`config.mk`:
```
export PLATFORM = sky130hd
export DESIGN_NAME = psum_accumulator
export DESIGN_NICKNAME = d
export VERILOG_FILES = /design/src/rtl/psum_accumulator_pkg.sv /design/src/rtl/psum_extend_shift.sv /design/src/rtl/psum_accumulator.sv
export SDC_FILE = /design/constraint.sdc
export NUM_CORES = 1
export LEC_CHECK = 0
export CORE_MARGIN = 2
export CORE_UTILIZATION = 40
export DETAILED_ROUTE_END_ITERATION = 8
export GPL_TIMING_DRIVEN = 0
export MAX_ROUTING_LAYER = met4
export PLACE_DENSITY_LB_ADDON = 0.15
export SYNTH_ARGS = -nofsm -noshare
export SYNTH_HDL_FRONTEND = slang
export SYNTH_SLANG_ARGS = --single-unit
```
`constraint.sdc`:
```
create_clock -name clk -period 4.8 [get_ports clk]
set_clock_uncertainty 0.05 [all_clocks]
set_input_delay 1.44 -clock clk [delete_from_list [all_inputs] [get_ports clk]]
set_output_delay 1.44 -clock clk [all_outputs]
set_load 0.03 [all_outputs]
```
`src/rtl/psum_accumulator_pkg.sv`:
```
// Shared constants and types for the partial-sum accumulator.
package psum_accumulator_pkg;

  // Fusion-unit partial sum: two 9-bit columns side by side.
  localparam int PSUM_W  = 18;
  localparam int COL_W   = 9;
  // Per-beat left shift, 0..7.
  localparam int SHIFT_W = 3;

  // IDLE: no partial sum held. ACCUM: a group is in progress.
  typedef enum logic {
    IDLE  = 1'b0,
    ACCUM = 1'b1
  } state_t;

endpackage

```
`src/rtl/psum_extend_shift.sv`:
```
// Combinational term builder: widens one psum beat to the accumulator
// width (fused) or to two independent half-width lanes (split), then
// applies the per-beat left shift.
module psum_extend_shift
  import psum_accumulator_pkg::*;
#(
  parameter int ACC_W = 32
) (
  input  logic [PSUM_W-1:0]  psum,
  input  logic [SHIFT_W-1:0] shift,
  input  logic               sign,
  input  logic               split_column,
  output logic [ACC_W-1:0]   term
);

  localparam int LANE_W = ACC_W / 2;

  logic [ACC_W-1:0]  fused_ext;
  logic [LANE_W-1:0] col1_ext;
  logic [LANE_W-1:0] col2_ext;
  logic [LANE_W-1:0] col1_shifted;
  logic [LANE_W-1:0] col2_shifted;

  // Extend, then shift inside the lane so bits shifted out of one lane
  // are dropped rather than leaking into the neighbouring lane.
  always_comb begin
    fused_ext    = {{(ACC_W - PSUM_W){sign & psum[PSUM_W-1]}}, psum};
    col1_ext     = {{(LANE_W - COL_W){sign & psum[COL_W-1]}}, psum[COL_W-1:0]};
    col2_ext     = {{(LANE_W - COL_W){sign & psum[PSUM_W-1]}}, psum[PSUM_W-1:COL_W]};
    col1_shifted = col1_ext << shift;
    col2_shifted = col2_ext << shift;
    if (split_column) begin
      term = {col2_shifted, col1_shifted};
    end else begin
      term = fused_ext << shift;
    end
  end

endmodule

```
`src/rtl/psum_accumulator.sv`:
```
// Accumulates a programmed number of psum beats into one wide result and
// presents it on a valid/ready output. The output register is the only
// result buffer; a new result may overwrite it in the cycle it is taken.
module psum_accumulator
  import psum_accumulator_pkg::*;
#(
  parameter int ACC_W = 32,
  parameter int CNT_W = 8
) (
  input  logic               clk,
  input  logic               rst_n,
  input  logic               in_valid,
  output logic               in_ready,
  input  logic [PSUM_W-1:0]  psum_in,
  input  logic [SHIFT_W-1:0] in_shift,
  input  logic               sign,
  input  logic               split_column,
  input  logic [CNT_W-1:0]   acc_len,
  input  logic               clear,
  output logic               out_valid,
  input  logic               out_ready,
  output logic [ACC_W-1:0]   out_data
);

  localparam int LANE_W = ACC_W / 2;

  state_t            state;
  state_t            state_next;

  // Group configuration captured on the first beat.
  logic              cfg_sign;
  logic              cfg_split;
  logic [CNT_W-1:0]  cfg_len;

  logic [CNT_W-1:0]  count;
  logic [ACC_W-1:0]  acc;

  logic              eff_sign;
  logic              eff_split;
  logic [CNT_W-1:0]  len_sel;
  logic [CNT_W-1:0]  last_idx;
  logic              accept;
  logic              last_beat;
  logic [ACC_W-1:0]  term;
  logic [ACC_W-1:0]  sum;

  // A beat may enter only when the output slot is free or being freed.
  assign in_ready  = !clear && (!out_valid || out_ready);
  assign accept    = in_valid && in_ready;
  assign last_beat = (count == last_idx);

  // First beat of a group uses the live config; later beats the latched one.
  always_comb begin
    // NOTE: every signal gets a value before any branch, so no latch is inferred.
    eff_sign  = cfg_sign;
    eff_split = cfg_split;
    len_sel   = cfg_len;
    if (state == IDLE) begin
      eff_sign  = sign;
      eff_split = split_column;
      len_sel   = acc_len;
    end
    // acc_len of 0 behaves as a single-beat group.
    last_idx = (len_sel == '0) ? '0 : len_sel - 1'b1;
  end

  psum_extend_shift #(
    .ACC_W (ACC_W)
  ) u_extend_shift (
    .psum         (psum_in),
    .shift        (in_shift),
    .sign         (eff_sign),
    .split_column (eff_split),
    .term         (term)
  );

  // Fused mode adds full width; split mode adds each lane with no carry across.
  always_comb begin
    if (eff_split) begin
      sum = {acc[ACC_W-1:LANE_W] + term[ACC_W-1:LANE_W],
             acc[LANE_W-1:0]     + term[LANE_W-1:0]};
    end else begin
      sum = acc + term;
    end
  end

  // State register.
  always_ff @(posedge clk or negedge rst_n) begin
    if (!rst_n) begin
      state <= IDLE;
    end else begin
      // NOTE: non-blocking assignments so all flops update from pre-edge values.
      state <= state_next;
    end
  end

  // Next state: clear aborts the group; the last beat closes it.
  always_comb begin
    state_next = state;
    if (clear) begin
      state_next = IDLE;
    end else if (accept) begin
      state_next = last_beat ? IDLE : ACCUM;
    end
  end

  // Accumulator, beat counter and config latch.
  always_ff @(posedge clk or negedge rst_n) begin
    if (!rst_n) begin
      // NOTE: config registers are reset too, so nothing depends on X before the first group.
      acc       <= '0;
      count     <= '0;
      cfg_sign  <= 1'b0;
      cfg_split <= 1'b0;
      cfg_len   <= '0;
    end else if (clear) begin
      acc   <= '0;
      count <= '0;
    end else if (accept) begin
      if (state == IDLE) begin
        cfg_sign  <= sign;
        cfg_split <= split_column;
        cfg_len   <= acc_len;
      end
      if (last_beat) begin
        acc   <= '0;
        count <= '0;
      end else begin
        acc   <= sum;
        count <= count + 1'b1;
      end
    end
  end

  // Output register: load on the last beat, drop valid once taken.
  always_ff @(posedge clk or negedge rst_n) begin
    if (!rst_n) begin
      out_valid <= 1'b0;
      out_data  <= '0;
    end else if (accept && last_beat) begin
      out_valid <= 1'b1;
      out_data  <= sum;
    end else if (out_ready) begin
      out_valid <= 1'b0;
    end
  end

endmodule

```
### Word-level counts from Yosys, hierarchy flattened

Cells that the tools add are included.

| word-level totals | value |
|---|---|
| flip-flop bits (word level) | 84 |
| logic and storage cells | 47 |

| operators by class | value |
|---|---|
| reductions and logical operators | 10 |
| add/sub/neg operators | 5 |
| muxes and demuxes | 17 |
| bitwise gates (word level) | 3 |
| equal/unequal tests | 1 |
| shift-type cells | 3 |

Operator list:

| operator | count |
|---|---|
| 32-bit two-way mux | 5 |
| 8-bit two-way mux | 5 |
| 16-bit adder | 2 |
| 32-bit adder | 1 |
| 16-bit by 3-bit left shift with 16-bit output | 2 |
| 32-bit by 3-bit left shift with 32-bit output | 1 |
| 8-bit by 1-bit adder with 8-bit output (second input constant) | 1 |
| 8-bit == test | 1 |
| 8-bit logical NOT | 1 |
| 8-bit by 1-bit subtractor with 8-bit output (second input constant) | 1 |
| 1-bit two-way mux | 7 |
| 2-bit nonzero test | 2 |
| 1-bit logical AND | 3 |
| 1-bit bitwise AND | 2 |
| 1-bit logical NOT | 2 |
| 2-bit AND reduction | 1 |
| 1-bit logical OR | 1 |
| 1-bit inverter | 1 |

### Logic depth before layout (Yosys ltp)

| depth | value |
|---|---|
| depth after elaboration | 9 |
| gate-level depth with buffers | 19 |
| gate-level depth less buffers | 17 |

### Hierarchy

A second synthesis with hierarchy kept.

| second synthesis, totals | value |
|---|---|
| cells, all modules | 657 |
| area total of the unflattened synthesis | 6642.6 µm² |

By module, submodules not included:

| module | times used | cells each | area each (µm²) |
|---|---|---|---|
| psum_accumulator | 1 | 509 | 5464.0 |
| psum_extend_shift | 1 | 148 | 1178.6 |

### Least setup slack after synthesis

No wires, ideal clock.

| timing | value |
|---|---|
| kind | input to register |
| start | input port in_shift[1] |
| end | register out_data[27] |
| required time | 4608 ps |
| arrival time | 5038 ps |
| setup time | 142 ps |
| setup slack | -430 ps |
| stages on the path | 17 |
| path through | buf_1 > clkbuf_1 > mux2i_1 > nand2_1 > o21ai_0 > nor2_1 > a21oi_1 > o21ai_0 > ha_1 > clkbuf_1 > a21o_1 > a21o_1 > a2111oi_0 > a211oi_1 > or4_1 > o311ai_0 > mux2i_1 |

| on the way | value |
|---|---|
| longest elaborated chain between the ends | 4 |
| elaborated cells between the ends (all ways) | 7 |
| classes of those cells | 2 x add/sub; 3 x shift; 2 x mux |

RTL lines:

| item | line | source |
|---|---|---|
| start, declared | psum_accumulator.sv:15 | `input logic [SHIFT_W-1:0] in_shift,` |
| 32-bit by 3-bit left shift with 32-bit output, or another cell as far along | psum_extend_shift.sv:35 | `term = fused_ext << shift;` |
| 32-bit two-way mux (*) | psum_extend_shift.sv:32 | `if (split_column) begin` |
| 32-bit adder or 16-bit adder (tied branches) | psum_accumulator.sv:83, psum_accumulator.sv:80 |  |
| 32-bit two-way mux (*) | psum_accumulator.sv:79 | `if (eff_split) begin` |
| end signal, assigned | psum_accumulator.sv:142 | `out_data <= sum;` |
| end, declared | psum_accumulator.sv:22 | `output logic [ACC_W-1:0] out_data` |

Every way passes the cells marked *; elsewhere a longest branch is shown, timed or not.
A chain may end at the register's enable or synchronous reset.

### Worst setup path in the final report

| timing | value |
|---|---|
| start | input port psum_in[7] |
| end | register out_data[25] |

| on the way | value |
|---|---|
| longest elaborated chain between the ends | 4 |
| elaborated cells between the ends (all ways) | 6 |
| classes of those cells | 2 x add/sub; 2 x shift; 2 x mux |

RTL lines:

| item | line | source |
|---|---|---|
| start, declared | psum_accumulator.sv:14 | `input logic [PSUM_W-1:0] psum_in,` |
| 32-bit by 3-bit left shift with 32-bit output or 16-bit by 3-bit left shift with 16-bit output (tied branches) | psum_extend_shift.sv:35, psum_extend_shift.sv:30 |  |
| 32-bit two-way mux (*) | psum_extend_shift.sv:32 |  |
| 32-bit adder or 16-bit adder (tied branches) | psum_accumulator.sv:83, psum_accumulator.sv:80 |  |
| 32-bit two-way mux (*) | psum_accumulator.sv:79 |  |

Marks and branches as above.

==> qor.yml <==
setup_viol: 0
crit_chain: "clkdlybuf4s50_1, mux4_2, nand2_1, o31ai_2, mux2_2, ha_1, a2111oi_4, o21a_1, nor3_1, nor3_2, buf_4, o21ai_4, a2111oi_4, a311oi_2, mux2_2"
final_common_cell: "dfrtp_1"
worstPathRequired_ns: 4.98
syn_nets: 789
yosys.area_share.simple_pct: 14.47
worst_slew_pin_slew_ns: 0.9985
layout_common_cells: "dfrtp_1, clkdlybuf4s50_1, nor2_1, nand2_1, a21oi_1"
crit_buf_inv: 2
htreeDepth: 3
port-buffer-count: 67
ant_nets: 0
power.density_mw_per_mm2: 413.0
track_usage_pct: 23.51
clkSinkCount: 84
synth-adder-area-share_pct: 7.504
clk_path_buf_depth: 2
ys.flop_type: "dfrtp_1"
grt_max_degree: 54
drv_cap: 0
period_needed_ns: 4.724
synth_area_per_cell_sq_um: 9.142
cp_slowest_cell: "mux4_2"
placed_cell_area_sq_mm: 0.007517
coreArea_sq_mm: 0.01594
drive_gt1_share_pct: 25.61
route.vias.total: 6221
cp-end-kind: "flip-flop"
total_power_uw: 3580
wl_met2_mm: 9.360
arrival_ns: 4.91
clock_latency_ns: 0.35
maxSlewHeadroom_pct: 33.19
drt_pass1_iterations: 5
path_max_fanout: 4
clock-root-buffer: "clkbuf_16"
cts_hold_repair.buffers: 0
slew_violations: 0
die_area_sq_mm: 0.01738
ys_ff_latch: 84
path_delay_family: "multiplexers"
initial_utilization_pct: 41.00
design_area_sq_mm: 0.008668
syn_inst: 715
fmaxAchievable_ghz: 0.2117
synth_top_area_share_pct: 32.16
cts_tree: "built"
chipHeight_um: 131.8
synthMuxAreaShare_pct: 13.42
synth_cell_types: 60
min_path_type: "reg2reg"
routed_wl_mm: 20.15
synth_seq_area_share_pct: 32.16
p_leak_uw: 0.003941
area_growth_pct: 32.62
fin_util_pct: 54.37
yosys.area_share.xor_xnor_pct: 4.154
yosys_warnings: 0
synth_compound_area_share_pct: 24.64
clkSlewWorstSetupHoldPaths_ns: 0.06
critPathKind: "in2reg"
vdd_drop_max_uv: 236.2
place_congestion: 0.9302
drt_iter0_markers: 307
topRoutingLayerUsed: "met4"
vias_per_cell: 6.005
die_w_um: 131.8
ios: 70
n_antenna_cell: 0
period_share_pct: 98.42
synth_area_sq_mm: 0.006536
hold_violations: 0
core.rowCount: 46
synth_top_area_cell: "dfrtp_1"
antenna_found_initial: 1
synth-async-reset-ratio_pct: 100.0
fillers: 1472
route.met3.wl_mm: 1.092
fin_nets: 892
startpoint_type: "input port"
route.detailed.drc: 0
status: "complete, no violations"
dpl.hpwl_mm: 14.57
slowest_delay_ns: 0.48
gr-total-overflow: 0
wl_met1_mm: 9.119
grt_pass1_vias: 6104
wl_per_cell_um: 19.45
grt_pass1_wl_mm: 31.79
synth_top_family_by_area: "compound AO/OA/AOI/OAI gates"
cts_buffers: 9
ys_top_cells_by_area: "dfrtp_1, mux2_2, ha_1"
synth_edf_count: 0
through the flow:
stage	setup TNS, ns	hold WS [ns]	worst slack (ns)	cells
after floorplan	0	0.4063	0.02031	715
after global placement	-127.14	0.4219	-1.732	998
after detailed placement	-56.77	0.4290	-1.877	999
after CTS	-0.01456	0.4433	-0.01456	1023
after global routing	-0.1455	0.4578	-0.08009	1036
final	0	0.4371	0.07586	1036
final cells by class:
type	count	area, sq um	area share (%)
multi-input cells	576	4835	55.77
flip-flops and latches	84	2102	24.25
repair buffers	100	950.9	10.97
well taps	216	270.3	3.118
clock buffers	10	229.0	2.641
plain buffers	33	211.5	2.439
inverters	14	52.55	0.6062
clock inverters	3	17.52	0.2021
where the power goes:
part / switching [uW] / internal, uW / leakage (uW)
Clock: 273 / 340 / 0.000120
Sequential: 115 / 846 / 0.00112
Combinational: 1120 / 885 / 0.00270
Total: 1510 / 2070 / 0.00394
routing by layer:
| layer | up-vias | GRT usage, % |
|---|---|---|
| met2 | 216 | 36.62 |
| met3 | 42 | 3.383 |
| met1 | 3055 | 30.52 |
| met5 | - | - |
| li1 | 2908 | - |
| met4 | 0 | 10.39 |
synthesized netlist by cell type (8+ instances only):
master / count
dfrtp_1: 84
a21oi_1: 58
nor2_1: 52
nand2_1: 50
mux2_2: 45
o21ai_0: 40
ha_1: 36
a22o_1: 34
mux2i_1: 28
a21o_1: 27
clkbuf_1: 23
nor3_1: 17
xor2_1: 17
a211oi_1: 14
a31oi_1: 14
xnor2_1: 14
inv_1: 13
nand2b_1: 12
nand3_1: 12
and3_1: 11
buf_2: 8
sequential cells by signal (all words and copies together) (netlist names):
signal / cells
acc: 32
out_data: 32
cfg_len: 8
count: 8
cfg_sign: 1
cfg_split: 1
out_valid: 1
state: 1
path summary, 6_finish.rpt:
check | from | end | depth (start not counted) | slack, ns
worst max-delay path | psum_in[7] | out_data[25] | 15 | 0.08
worst min-delay path | out_data[7] | out_data[7] | 1 | 0.44
worst max register to register | state | out_data[29] | 20 | 0.58
worst min register to register | out_data[7] | out_data[7] | 1 | 0.44
max in group asynchronous | rst_n | acc[19] | 2 | 3.09
min in group asynchronous | rst_n | count[5] | 1 | 0.99
cell families after synthesis:
family,after synthesis
buf+inv,55
xor+xnor,31
flops,84
simple gates,190
compound gates,238
mux,79
fa+ha+maj,38
repair_timing:
action | CTS | global route
pin swaps | 21 | 30
setup buffers | 17 | 15
resized for setup | 80 | 91
hold endpoints to repair | 0 | 0
setup endpoints to repair | 66 | 69
Note: power is estimated with default switching activity, not from simulation.
